File: config.mk
export PLATFORM = sky130hd
export DESIGN_NAME = core_data_arbiter
export DESIGN_NICKNAME = d
export VERILOG_FILES = /design/src/rtl/pulp_cluster_package.sv /design/src/rtl/core_data_arb_idfifo.sv /design/src/rtl/core_data_arbiter.sv
export SDC_FILE = /design/constraint.sdc
export NUM_CORES = 1
export LEC_CHECK = 0
export CORE_AREA = 2 2 201 203
export DETAILED_ROUTE_END_ITERATION = 8
export DIE_AREA = 0 0 203 205
export PLACE_DENSITY_LB_ADDON = 0.25
export SLEW_MARGIN = 20
export SYNTH_ARGS = -nofsm -noshare
export SYNTH_HDL_FRONTEND = slang
export SYNTH_SLANG_ARGS = --single-unit
export TNS_END_PERCENT = 100
File: constraint.sdc
create_clock -name clk_i -period 4.19 [get_ports clk_i]
set_clock_uncertainty 0.1 [all_clocks]
set_input_delay 0.838 -clock clk_i [delete_from_list [all_inputs] [get_ports clk_i]]
set_output_delay 0.838 -clock clk_i [all_outputs]
set_load 0.1 [all_outputs]
File: src/rtl/pulp_cluster_package.sv
// Shared cluster types for the core data ports, plus constants and helpers
// for the round-robin data-port arbiter.
package pulp_cluster_package;

    localparam int unsigned DATA_ARB_MAX_OUTSTANDING = 32'd4;

    typedef struct packed {
        logic        req;
        logic [31:0] add;
        logic        wen;
        logic [31:0] data;
        logic [3:0]  be;
    } core_data_req_t;

    typedef struct packed {
        logic        gnt;
        logic [31:0] r_data;
        logic        r_valid;
    } core_data_rsp_t;

    localparam core_data_req_t DATA_REQ_IDLE = '{default: 1'b0};
    localparam core_data_rsp_t DATA_RSP_IDLE = '{default: 1'b0};

    // Cyclic index: k steps after start in a ring of n entries.
    function automatic int unsigned rr_idx(input int unsigned start,
                                           input int unsigned k,
                                           input int unsigned n);
        return (start + k) % n;
    endfunction

    // Pointer width that stays legal for a depth of one.
    function automatic int unsigned ptr_width(input int unsigned depth);
        return (depth > 32'd1) ? $clog2(depth) : 32'd1;
    endfunction

endpackage

File: src/rtl/core_data_arb_idfifo.sv
// In-order FIFO of requester indices for granted, not yet answered transactions.
// Full and empty derive from the registered occupancy count only.
module core_data_arb_idfifo
    import pulp_cluster_package::*;
#(
    parameter int unsigned DEPTH  = 4,
    parameter int unsigned DATA_W = 2
) (
    input  logic              clk_i,
    input  logic              rst_i,
    input  logic              push_i,
    input  logic [DATA_W-1:0] data_i,
    input  logic              pop_i,
    output logic [DATA_W-1:0] data_o,
    output logic              full_o,
    output logic              empty_o
);

    localparam int unsigned PTR_W = ptr_width(DEPTH);
    localparam int unsigned CNT_W = $clog2(DEPTH) + 1;
    localparam logic [PTR_W-1:0] PTR_LAST = PTR_W'(DEPTH - 1);
    localparam logic [CNT_W-1:0] CNT_FULL = CNT_W'(DEPTH);

    logic [DATA_W-1:0] mem_r [DEPTH];
    logic [PTR_W-1:0]  wr_ptr_r;
    logic [PTR_W-1:0]  rd_ptr_r;
    logic [CNT_W-1:0]  count_r;
    logic              push_ok_s;
    logic              pop_ok_s;

    function automatic logic [PTR_W-1:0] ptr_inc(input logic [PTR_W-1:0] p);
        if (p == PTR_LAST) begin
            return {PTR_W{1'b0}};
        end else begin
            return p + PTR_W'(1);
        end
    endfunction

    assign full_o    = (count_r == CNT_FULL);
    assign empty_o   = (count_r == {CNT_W{1'b0}});
    assign push_ok_s = push_i & ~full_o;
    assign pop_ok_s  = pop_i & ~empty_o;
    assign data_o    = mem_r[rd_ptr_r];

    // Entry storage; contents are only meaningful between push and pop.
    always_ff @(posedge clk_i) begin
        if (push_ok_s) begin
            mem_r[wr_ptr_r] <= data_i;
        end
    end

    // Pointers and occupancy count.
    always_ff @(posedge clk_i) begin
        if (rst_i) begin
            wr_ptr_r <= {PTR_W{1'b0}};
            rd_ptr_r <= {PTR_W{1'b0}};
            count_r  <= {CNT_W{1'b0}};
        end else begin
            if (push_ok_s) begin
                wr_ptr_r <= ptr_inc(wr_ptr_r);
            end
            if (pop_ok_s) begin
                rd_ptr_r <= ptr_inc(rd_ptr_r);
            end
            case ({push_ok_s, pop_ok_s})
                2'b10:   count_r <= count_r + CNT_W'(1);
                2'b01:   count_r <= count_r - CNT_W'(1);
                default: count_r <= count_r;
            endcase
        end
    end

endmodule

File: src/rtl/core_data_arbiter.sv
// Round-robin arbiter sharing one cluster data port among NB_REQ requesters,
// with in-order response routing. Option: DATA_ARB_FIXED_PRIO_EN gives requester 0 fixed priority.
module core_data_arbiter
    import pulp_cluster_package::*;
#(
    parameter int unsigned NB_REQ          = 4,
    parameter int unsigned MAX_OUTSTANDING = DATA_ARB_MAX_OUTSTANDING
) (
    input  logic           clk_i,
    input  logic           rst_i,
    input  core_data_req_t req_i [NB_REQ],
    output core_data_rsp_t rsp_o [NB_REQ],
    output core_data_req_t req_o,
    input  core_data_rsp_t rsp_i,
    output logic           resp_err_o
);

    localparam int unsigned IDX_W = $clog2(NB_REQ);
    localparam logic [IDX_W-1:0] IDX_LAST = IDX_W'(NB_REQ - 1);

    logic [NB_REQ-1:0] eligible_s;
    logic              found_s;
    logic [IDX_W-1:0]  win_s;
    logic [IDX_W-1:0]  rr_ptr_r;
    logic [IDX_W-1:0]  rr_ptr_nxt_s;
    logic              handshake_s;
    logic              pop_s;
    logic              fifo_full_s;
    logic              fifo_empty_s;
    logic [IDX_W-1:0]  head_s;

    // Eligibility: a full FIFO blocks everyone, even if it pops this cycle.
    always_comb begin
        eligible_s = {NB_REQ{1'b0}};
        for (int i = 0; i < NB_REQ; i++) begin
            eligible_s[i] = req_i[i].req & ~fifo_full_s;
        end
    end

`ifdef DATA_ARB_FIXED_PRIO_EN
    int unsigned rr_base_s;

    assign rr_base_s = (rr_ptr_r == {IDX_W{1'b0}}) ? 32'd1 : 32'(rr_ptr_r);

    // Requester 0 first, then a round-robin scan over indices 1..NB_REQ-1.
    always_comb begin
        found_s = eligible_s[0];
        win_s   = {IDX_W{1'b0}};
        for (int k = 0; k < NB_REQ - 1; k++) begin
            win_s   = (~found_s & eligible_s[32'd1 + rr_idx(rr_base_s - 32'd1, k, NB_REQ - 1)])
                    ? IDX_W'(32'd1 + rr_idx(rr_base_s - 32'd1, k, NB_REQ - 1)) : win_s;
            found_s = found_s | eligible_s[32'd1 + rr_idx(rr_base_s - 32'd1, k, NB_REQ - 1)];
        end
    end

    // Pointer never lands on 0; grants to requester 0 leave it untouched.
    always_comb begin
        if (win_s == {IDX_W{1'b0}}) begin
            rr_ptr_nxt_s = rr_ptr_r;
        end else if (win_s == IDX_LAST) begin
            rr_ptr_nxt_s = IDX_W'(1);
        end else begin
            rr_ptr_nxt_s = win_s + IDX_W'(1);
        end
    end
`else
    // First eligible index at or after rr_ptr, cyclically.
    always_comb begin
        found_s = 1'b0;
        win_s   = {IDX_W{1'b0}};
        for (int k = 0; k < NB_REQ; k++) begin
            win_s   = (~found_s & eligible_s[rr_idx(32'(rr_ptr_r), k, NB_REQ)])
                    ? IDX_W'(rr_idx(32'(rr_ptr_r), k, NB_REQ)) : win_s;
            found_s = found_s | eligible_s[rr_idx(32'(rr_ptr_r), k, NB_REQ)];
        end
    end

    // Next pointer sits just past the winner.
    always_comb begin
        if (win_s == IDX_LAST) begin
            rr_ptr_nxt_s = {IDX_W{1'b0}};
        end else begin
            rr_ptr_nxt_s = win_s + IDX_W'(1);
        end
    end
`endif

    assign handshake_s = found_s & rsp_i.gnt;
    assign pop_s       = rsp_i.r_valid & ~fifo_empty_s;
    assign resp_err_o  = rsp_i.r_valid & fifo_empty_s;

    // Forward the winner's request to the shared slave.
    always_comb begin
        req_o = DATA_REQ_IDLE;
        if (found_s) begin
            req_o     = req_i[win_s];
            req_o.req = 1'b1;
        end else begin
            req_o = DATA_REQ_IDLE;
        end
    end

    // Grant to the winner only; response data goes to the FIFO head only.
    always_comb begin
        for (int i = 0; i < NB_REQ; i++) begin
            rsp_o[i]         = DATA_RSP_IDLE;
            rsp_o[i].gnt     = found_s & (win_s == IDX_W'(i)) & rsp_i.gnt;
            rsp_o[i].r_valid = pop_s & (head_s == IDX_W'(i));
            rsp_o[i].r_data  = (pop_s & (head_s == IDX_W'(i))) ? rsp_i.r_data : 32'h0000_0000;
        end
    end

    // Round-robin pointer advances only on a completed handshake.
    always_ff @(posedge clk_i) begin
        if (rst_i) begin
            rr_ptr_r <= {IDX_W{1'b0}};
        end else if (handshake_s) begin
            rr_ptr_r <= rr_ptr_nxt_s;
        end else begin
            rr_ptr_r <= rr_ptr_r;
        end
    end

    core_data_arb_idfifo #(
        .DEPTH  (MAX_OUTSTANDING),
        .DATA_W (IDX_W)
    ) u_idfifo (
        .clk_i   (clk_i),
        .rst_i   (rst_i),
        .push_i  (handshake_s),
        .data_i  (win_s),
        .pop_i   (pop_s),
        .data_o  (head_s),
        .full_o  (fifo_full_s),
        .empty_o (fifo_empty_s)
    );

endmodule

==> results of run 1 <==
[final cells by class]
type | instances | area [µm²]
Fill cell | 3978 | 26200
Clock buffer | 4 | 78.8
Inverter | 10 | 37.5
Antenna cell | 1 | 2.50
Sequential cell | 19 | 460
Timing Repair Buffer | 538 | 7550
Tap cell | 525 | 657
Multi-Input combinational cell | 546 | 4420
[worst max-delay path, cell delays in order]
cell and delay [ns]:
clkdlybuf4s50_1 0.57, nand2_1 0.07, and3_1 0.20, o32a_2 0.39, buf_12 0.23, buf_12 0.22
mux2i_1 0.15, o22ai_2 0.20, buf_12 0.20
[cells by family after synthesis]
| kind of cell | Yosys count | synth area share (%) |
|---|---|---|
| buffers and inverters | 69 | 7.61 |
| xor gates and xnor gates | 2 | 0.360 |
| DFF | 19 | 9.46 |
| and+or+nand+nor | 309 | 39.5 |
| adders and majority gates | 11 | 2.98 |
| AOI/OAI and AO/OA | 84 | 10.8 |
| muxes | 140 | 29.3 |
[power by group]
part,internal (mW),total (mW),switching [mW],leakage (nW)
Sequential,0.239,0.275,0.0364,0.165
Clock,0.129,0.192,0.0631,0.0382
Combinational,2.52,7.07,4.55,4.96
Total,2.89,7.53,4.64,5.16
[placed cells by master (no fill, tap or decap), types with 3 or more instances in the layout]
cell type / count
clkdlybuf4s50_1: 315
and2_1: 131
and3_1: 10
dfxtp_1: 11
nor2b_1: 139
edfxtp_1: 8
clkbuf_16: 3
mux2i_1: 138
inv_2: 3
buf_4: 5
ha_1: 10
inv_1: 7
nor2_1: 7
nand2_1: 9
a21oi_1: 8
o22ai_1: 11
o22ai_2: 58
buf_12: 218
[metal layers]
layer	share of wire (%)	up-vias	GRT usage (%)
met5	0.043	-	0
met2	54	326	26.5
li1	-	3145	-
met1	36	2916	14.3
met4	1.2	2	1.82
met3	9.1	19	4.45
[worst paths after layout]
| check | start | endpoint | slack (ns) | cells past startpoint |
|---|---|---|---|---|
| max | req_i[279] | req_o[16] | 0.13 | 9 |
| min | u_idfifo.rd_ptr_r[1] | u_idfifo.rd_ptr_r[1] | 0.38 | 2 |
| max reg2reg | u_idfifo.count_r[1] | u_idfifo.count_r[2] | 1.76 | 10 |
| min reg2reg | u_idfifo.rd_ptr_r[1] | u_idfifo.rd_ptr_r[1] | 0.38 | 2 |
[per-stage QoR]
step	hold slack [ns]	setup WS (ns)
final	0.385	0.130
after global routing	0.412	0.0360
after CTS	0.386	0.134
after detailed placement	0.378	0.134
after global placement	0.369	0.160
after floorplan	0.354	-0.0910
==> flow_summary.ini, run 1 <==
[drt]
drcViolationCount = 0
drt_iter0_markers = 185
antenna_left = 0
via_per_inst = 3.90
dr.pass1.iters = 4
wire_per_inst_um = 18.6
wirelength_mm = 30.5
vias = 6408

[synthesis]
synth_edf_count = 8
synth-main-ff-cell = dfxtp_1
yosys.area.top_type = mux2i_1
synth_top_area_share_pct = 28.4
synth_seq_cells = 19
async_reset_ff_share_pct = 0
synthTopCellsByCount = nor2b_1 (139), mux2i_1 (138), and2_1 (131)
synth_warnings = 0
synth_area_leaders = mux2i_1 (28%), nor2b_1 (18%), and2_1 (17%)
yosysMostFrequentCell = nor2b_1
netlist_area_mm2 = 0.00487
synthDistinctLibCells = 35
ys_seq_area_share_pct = 9.46
synthesis.nets = 961
syn-instance-count = 634
syn_area_per_cell_um2 = 7.67

[grt]
grt_first_pass_wirelength_mm = 42.8
antenna_found_initial = 2
track_usage_pct = 13.6
grt_pass1_vias = 6511
grt.overflow.total = 0
grt_start_max_net_pins = 58

[cts]
postCtsHoldBufs = 0
postCtsSetupBuffers = 0
cts_tree = yes
cts.htree.levels = 1
clock_latency_ns = 0.25
cts_max_path_buffers = 2
cts_resized = 0
cts_root_buf = clkbuf_16
clkSinkCount = 19
cts_buffers = 3
clk_pin_slew_ns = 0.05

[critical_path]
start_kind = input port
crit_required_ns = 3.25
critical_path.max_fanout = 43
crit_arrival_ns = 3.12
endpoint_kind = primary output
path_class = in2out

[floorplanning]
die_area_mm2 = 0.0416
core_mm2 = 0.0394
die_w_um = 203
die_y_um = 205
num_rows = 73
pin_count = 523
start_util_pct = 12.4

[sta]
min_period_ns = 4.06
slew_headroom_pct = 69.2
post-route-period-util_pct = 96.9
slew_viol_final = 0
rsz0062_at_grt = false
finalSetupViolCount = 0
hold_viol = 0
setup_tns_ns = 0
worstMarginPinSlew_ns = 0.462
clock.fmax_mhz = 246

[final_layout]
drive_gt1_share_pct = 26.7
nets = 1445
postLayoutCellArea_mm2 = 0.0132
utilization_pct = 33.6
fin_cells = 1643
area_growth_pct = 172

[placement]
port_buffers = 522
dp_cells = 1638
hpwl_mm = 26.3
place_area_mm2 = 0.0131
gp_congestion = 0.828

[pwr]
p_leak_nw = 5.16
power_density_mw_per_mm2 = 570
ir_drop_mv = 0.264
total_power_mw = 7.53

[run]
drv_cap = 0

[status]
run_status = completed

[min_path]
hold_class = reg2reg
Power figures use the tool's default switching activity.
==> run 2: changes to the inputs <==
--- a/config.mk
+++ b/config.mk
@@ -5,9 +5,9 @@
 export SDC_FILE = /design/constraint.sdc
 export NUM_CORES = 1
 export LEC_CHECK = 0
-export CORE_AREA = 2 2 201 203
+export CORE_AREA = 2 2 205 207
 export DETAILED_ROUTE_END_ITERATION = 8
-export DIE_AREA = 0 0 203 205
+export DIE_AREA = 0 0 207 209
 export PLACE_DENSITY_LB_ADDON = 0.25
 export SLEW_MARGIN = 20
 export SYNTH_ARGS = -nofsm -noshare
==> constraint.sdc (replaced) <==
create_clock -name clk_i -period 4.17 [get_ports clk_i]
set_clock_uncertainty 0.1 [all_clocks]
set_input_delay 0.834 -clock clk_i [delete_from_list [all_inputs] [get_ports clk_i]]
set_output_delay 0.834 -clock clk_i [all_outputs]
set_load 0.1 [all_outputs]
==> flow_summary.ini, run 2 (synthesis gave the netlist of run 1 again) <==
[drt]
via_per_inst = 3.84
vias = 6406
drcViolationCount = 0
antenna_left = 0
wire_per_inst_um = 18.4
dr.pass1.iters = 4
drt_iter0_markers = 134
wirelength_mm = 30.7

[sta]
rsz0062_at_grt = false
slew_viol_final = 0
post-route-period-util_pct = 96.9
worstMarginPinSlew_ns = 0.636
setup_tns_ns = 0
slew_headroom_pct = 57.6
min_period_ns = 4.04
clock.fmax_mhz = 247
hold_viol = 0
finalSetupViolCount = 0

[floorplanning]
core_mm2 = 0.0413
die_y_um = 209
die_area_mm2 = 0.0433
num_rows = 75
die_w_um = 207
pin_count = 523
start_util_pct = 11.8

[placement]
hpwl_mm = 26.9
place_area_mm2 = 0.0131
dp_cells = 1663
gp_congestion = 0.822
port_buffers = 522

[final_layout]
area_growth_pct = 172
final_common_cell = clkdlybuf4s50_1
postLayoutCellArea_mm2 = 0.0132
nets = 1456
utilization_pct = 32.0
drive_gt1_share_pct = 27.6
final_cell_mix = clkdlybuf4s50_1 (315), buf_12 (211), nor2b_1 (139)
diodes = 0
fin_cells = 1667

[grt]
track_usage_pct = 13.3
grt_start_max_net_pins = 71
grt_pass1_vias = 6713
antenna_found_initial = 2
grt_first_pass_wirelength_mm = 44.0
grt.overflow.total = 0

[pwr]
p_leak_nw = 5.19
power_density_mw_per_mm2 = 572
ir_drop_mv = 0.531

[critical_path]
endpoint_kind = primary output
crit_required_ns = 3.24
path_class = in2out
crit_arrival_ns = 3.11
reg2regPathDepth = 10
critical_path.max_fanout = 52
start_kind = input port

[cts]
cts_root_buf = clkbuf_16
clock_latency_ns = 0.25
cts_buffers = 3
postCtsHoldBufs = 0
cts_tree = yes
postCtsSetupBuffers = 0
cts.htree.levels = 1
clk_pin_slew_ns = 0.05
clkSinkCount = 19
cts_max_path_buffers = 2

[run]
drv_cap = 0

[min_path]
hold_class = reg2reg
hold_depth = 2

[status]
run_status = completed
## run 2: final timing paths
path,end,slack (ns),startpoint
max,req_o[53],0.13,req_i[139]
min,flop,0.38,u_idfifo.rd_ptr_r[1]
max reg2reg,u_idfifo.count_r[2],1.74,u_idfifo.count_r[1]
min reg2reg,flop,0.38,u_idfifo.rd_ptr_r[1]
## run 2: repair_timing
| item | in CTS | in global routing |
|---|---|---|
| endpoints found under the setup margin | 1 | 1 |
| gates resized for setup | 1 | 1 |
| gates cloned | 0 | 0 |
## run 2: where the power goes
part	total [mW]	internal, mW	leakage, nW	switching, mW
clock network	0.189	0.130	0.0382	0.0598
registers	0.271	0.240	0.165	0.0306
logic	7.11	2.53	4.98	4.58
## run 2: area by class of cell
class                   count  area, µm²
multi-input cells         546       4430
repair buffers            549       7550
fillers                  4323      28100
well taps                 539        674
clock buffers               4       78.8
flip-flops and latches     19        460
inverters                  10       37.5
## run 2: metrics by stage
step / worst slack (ns) / total power [mW] / hold slack (ns)
floorplan: -0.103 / 4.73 / 0.354
global placement: -0.0545 / 7.44 / 0.368
detailed placement: -0.0266 / 7.46 / 0.374
CTS: 0.0503 / 7.66 / 0.382
global route: 0.00325 / 7.81 / 0.410
finish: 0.128 / 7.57 / 0.380
## run 2: worst max-delay path, cell delays in order
cell	delay, ns
clkdlybuf4s50_1	0.57
nor2b_1	0.21
o32a_2	0.26
buf_12	0.33
buf_4	0.28
mux2i_1	0.25
o22ai_2	0.13
buf_12	0.18
## run 2: metal layers
| layer | track usage (%) | vias to the layer above | share of wire [%] |
|---|---|---|---|
| met2 | 27.5 | 308 | 56 |
| met4 | 0.468 | 2 | 0.16 |
| met3 | 4.21 | 6 | 8.3 |
| li1 | - | 3171 | - |
| met1 | 13.3 | 2919 | 36 |
| met5 | 0 | - | 0.042 |
==> run 3: changes to the inputs <==
--- a/config.mk
+++ b/config.mk
@@ -5,12 +5,14 @@
 export SDC_FILE = /design/constraint.sdc
 export NUM_CORES = 1
 export LEC_CHECK = 0
-export CORE_AREA = 2 2 205 207
+export CAP_MARGIN = 20
+export CORE_AREA = 2 2 202 204
 export DETAILED_ROUTE_END_ITERATION = 8
-export DIE_AREA = 0 0 207 209
+export DIE_AREA = 0 0 204 206
 export PLACE_DENSITY_LB_ADDON = 0.25
 export SLEW_MARGIN = 20
 export SYNTH_ARGS = -nofsm -noshare
 export SYNTH_HDL_FRONTEND = slang
+export SYNTH_HIERARCHICAL = 1
 export SYNTH_SLANG_ARGS = --single-unit
 export TNS_END_PERCENT = 100
==> flow_summary.ini, run 3 <==
[status]
run_status = finished, violations left
violations = negative setup slack

[cts]
clock_latency_ns = 0.25
postCtsHoldBufs = 0
cts.htree.levels = 1
cts_root_buf = clkbuf_16
clkSinkCount = 19
cts_buffers = 3
cts_max_path_buffers = 2
cts_tree = yes
clk_pin_slew_ns = 0.06

[pwr]
total_power_mw = 6.36
ir_drop_mv = 0.285
p_leak_nw = 4.93
power_density_mw_per_mm2 = 502

[drt]
drcViolationCount = 0
via_per_inst = 3.78
wirelength_mm = 31.0
antenna_left = 0
dr.pass1.iters = 6
vias = 5824
drt_iter0_markers = 133
wire_per_inst_um = 20.1

[min_path]
holdPathEnd = u_idfifo/rd_ptr_r[0]
hold_depth = 2
hold_class = reg2reg
min-delay-start = u_idfifo/rd_ptr_r[0]

[critical_path]
start_kind = input port
crit_required_ns = 3.24
reg2reg_slack_ns = 1.21
endpoint_kind = primary output
regToRegEndpoint = u_idfifo/count_r[2]
critical_path.max_fanout = 24
path_class = in2out
crit_arrival_ns = 3.24
timing.rr.start = u_idfifo/count_r[2]
reg2regPathDepth = 13

[synthesis]
synthAdderAreaFrac_pct = 2.70
synth_top_area_share_pct = 35.2
synthDistinctLibCells = 41
synth-main-ff-cell = dfxtp_1
synth_edf_count = 8
synth_xor_area_share_pct = 0.440
synthSimpleGateAreaFrac_pct = 26.1
synth.area.mux_share_pct = 37.4
yosysMostFrequentCell = mux2i_1
syn-instance-count = 481
ys_seq_area_share_pct = 11.6
synth_seq_cells = 19
yosys.area.top_type = mux2i_1
synthesis.nets = 805
async_reset_ff_share_pct = 0
synth_top_family_by_area = multiplexers
synth_area_leaders = mux2i_1 (35%), and2_1 (21%), o22ai_1 (10%)
synth-compound-area-share_pct = 13.5
synthTopCellsByCount = mux2i_1 (140), and2_1 (133), o22ai_1 (66)
netlist_area_mm2 = 0.00398
synth_warnings = 6
syn_area_per_cell_um2 = 8.27

[sta]
whs_ns = 0.401
slew_viol_final = 0
min_period_ns = 4.18
layout_setup_ws_ns = -0.00585
post-route-period-util_pct = 100
worstMarginPinSlew_ns = 0.412
clock.fmax_mhz = 239
hold_viol = 0
finalSetupViolCount = 2
rsz0062_at_grt = true
slew_headroom_pct = 72.5

[floorplanning]
start_util_pct = 9.90
pin_count = 523
num_rows = 74
core_mm2 = 0.0402
die_w_um = 204
die_y_um = 206
die_area_mm2 = 0.0420

[final_layout]
postLayoutCellArea_mm2 = 0.0127
final_cell_mix = clkdlybuf4s50_1 (315), buf_12 (214), mux2i_1 (137)
nets = 1328
utilization_pct = 31.6
final_common_cell = clkdlybuf4s50_1
drive_gt1_share_pct = 33.6
area_growth_pct = 219
fin_cells = 1542

[run]
drv_cap = 0

[placement]
port_buffers = 522
hpwl_mm = 27.4
gp_congestion = 0.843
dp_cells = 1530
place_area_mm2 = 0.0125

[grt]
grt.overflow.total = 0
track_usage_pct = 13.6
antenna_found_initial = 13
grt_start_max_net_pins = 34
grt_first_pass_wirelength_mm = 42.2
grt_pass1_vias = 6183
run 3: cell count changes after synthesis, sizes merged, moves of 5 or more:
cell	before	now
nand2	10	5
inv	10	16
clkbuf	37	13
nor2b	139	2
and3	10	2
buf	22	31
run 3: final cells by class:
type / instances / area [µm²]
repair inverters: 1 / 8.76
repair buffers: 561 / 7700
clock inverters: 1 / 7.51
diodes: 7 / 17.5
multi-input cells: 402 / 3660
fillers: 4164 / 27500
inverters: 16 / 86.3
flip-flops and latches: 19 / 460
well taps: 532 / 666
clock buffers: 3 / 75.1
run 3: where the power goes:
part | internal, mW | switching [mW]
Clock | 0.130 | 0.0690
Combinational | 2.17 | 3.72
Sequential | 0.232 | 0.0388
run 3: cell families after synthesis:
family                   Yosys count
AO/OA/AOI/OAI                     82
XOR/XNOR                           2
adder cells (fa/ha/maj)            8
buffers and inverters             60
flip-flops                        19
multiplexers                     144
AND/OR/NAND/NOR                  166
run 3: timing repair:
item / CTS / global route
gates cloned: 0 / 1
setup buffers: 0 / 0
resized for setup: 2 / 9
setup endpoints to repair: 3 / 15
run 3: worst max-delay path, cell delays in order:
cell             delay [ns]
clkdlybuf4s50_1        0.57
nand2b_1               0.16
mux4_1                 0.24
or4b_4                 0.51
buf_12                 0.19
buf_12                 0.20
o22ai_2                0.26
buf_12                 0.21
run 3: layer usage:
layer | part of all wire [%] | up-vias | GRT usage, %
met5 | 0.087 | - | 0
met4 | 2.1 | 4 | 2.82
met3 | 11 | 33 | 5.06
met2 | 53 | 365 | 26.9
met1 | 34 | 2638 | 13.4
li1 | - | 2784 | -
run 3: worst max path at each step:
stage / start / end / depth (start not counted)
floorplan: req_i[209] / rsp_o[135] / 6
global placement: req_i[69] / req_o[60] / 9
detailed placement: req_i[69] / req_o[60] / 9
CTS: req_i[69] / req_o[60] / 9
global route: req_i[69] / req_o[54] / 8
finish: req_i[69] / req_o[24] / 8
run 3: per-stage QoR:
step           setup WS (ns)  TNS (ns)
6_report            -0.00585  -0.00694
5_1_grt              -0.0454    -0.364
4_1_cts               0.0190         0
3_5_place_dp         -0.0479   -0.0479
3_3_place_gp         -0.0142   -0.0142
2_1_floorplan         -0.685     -1.51
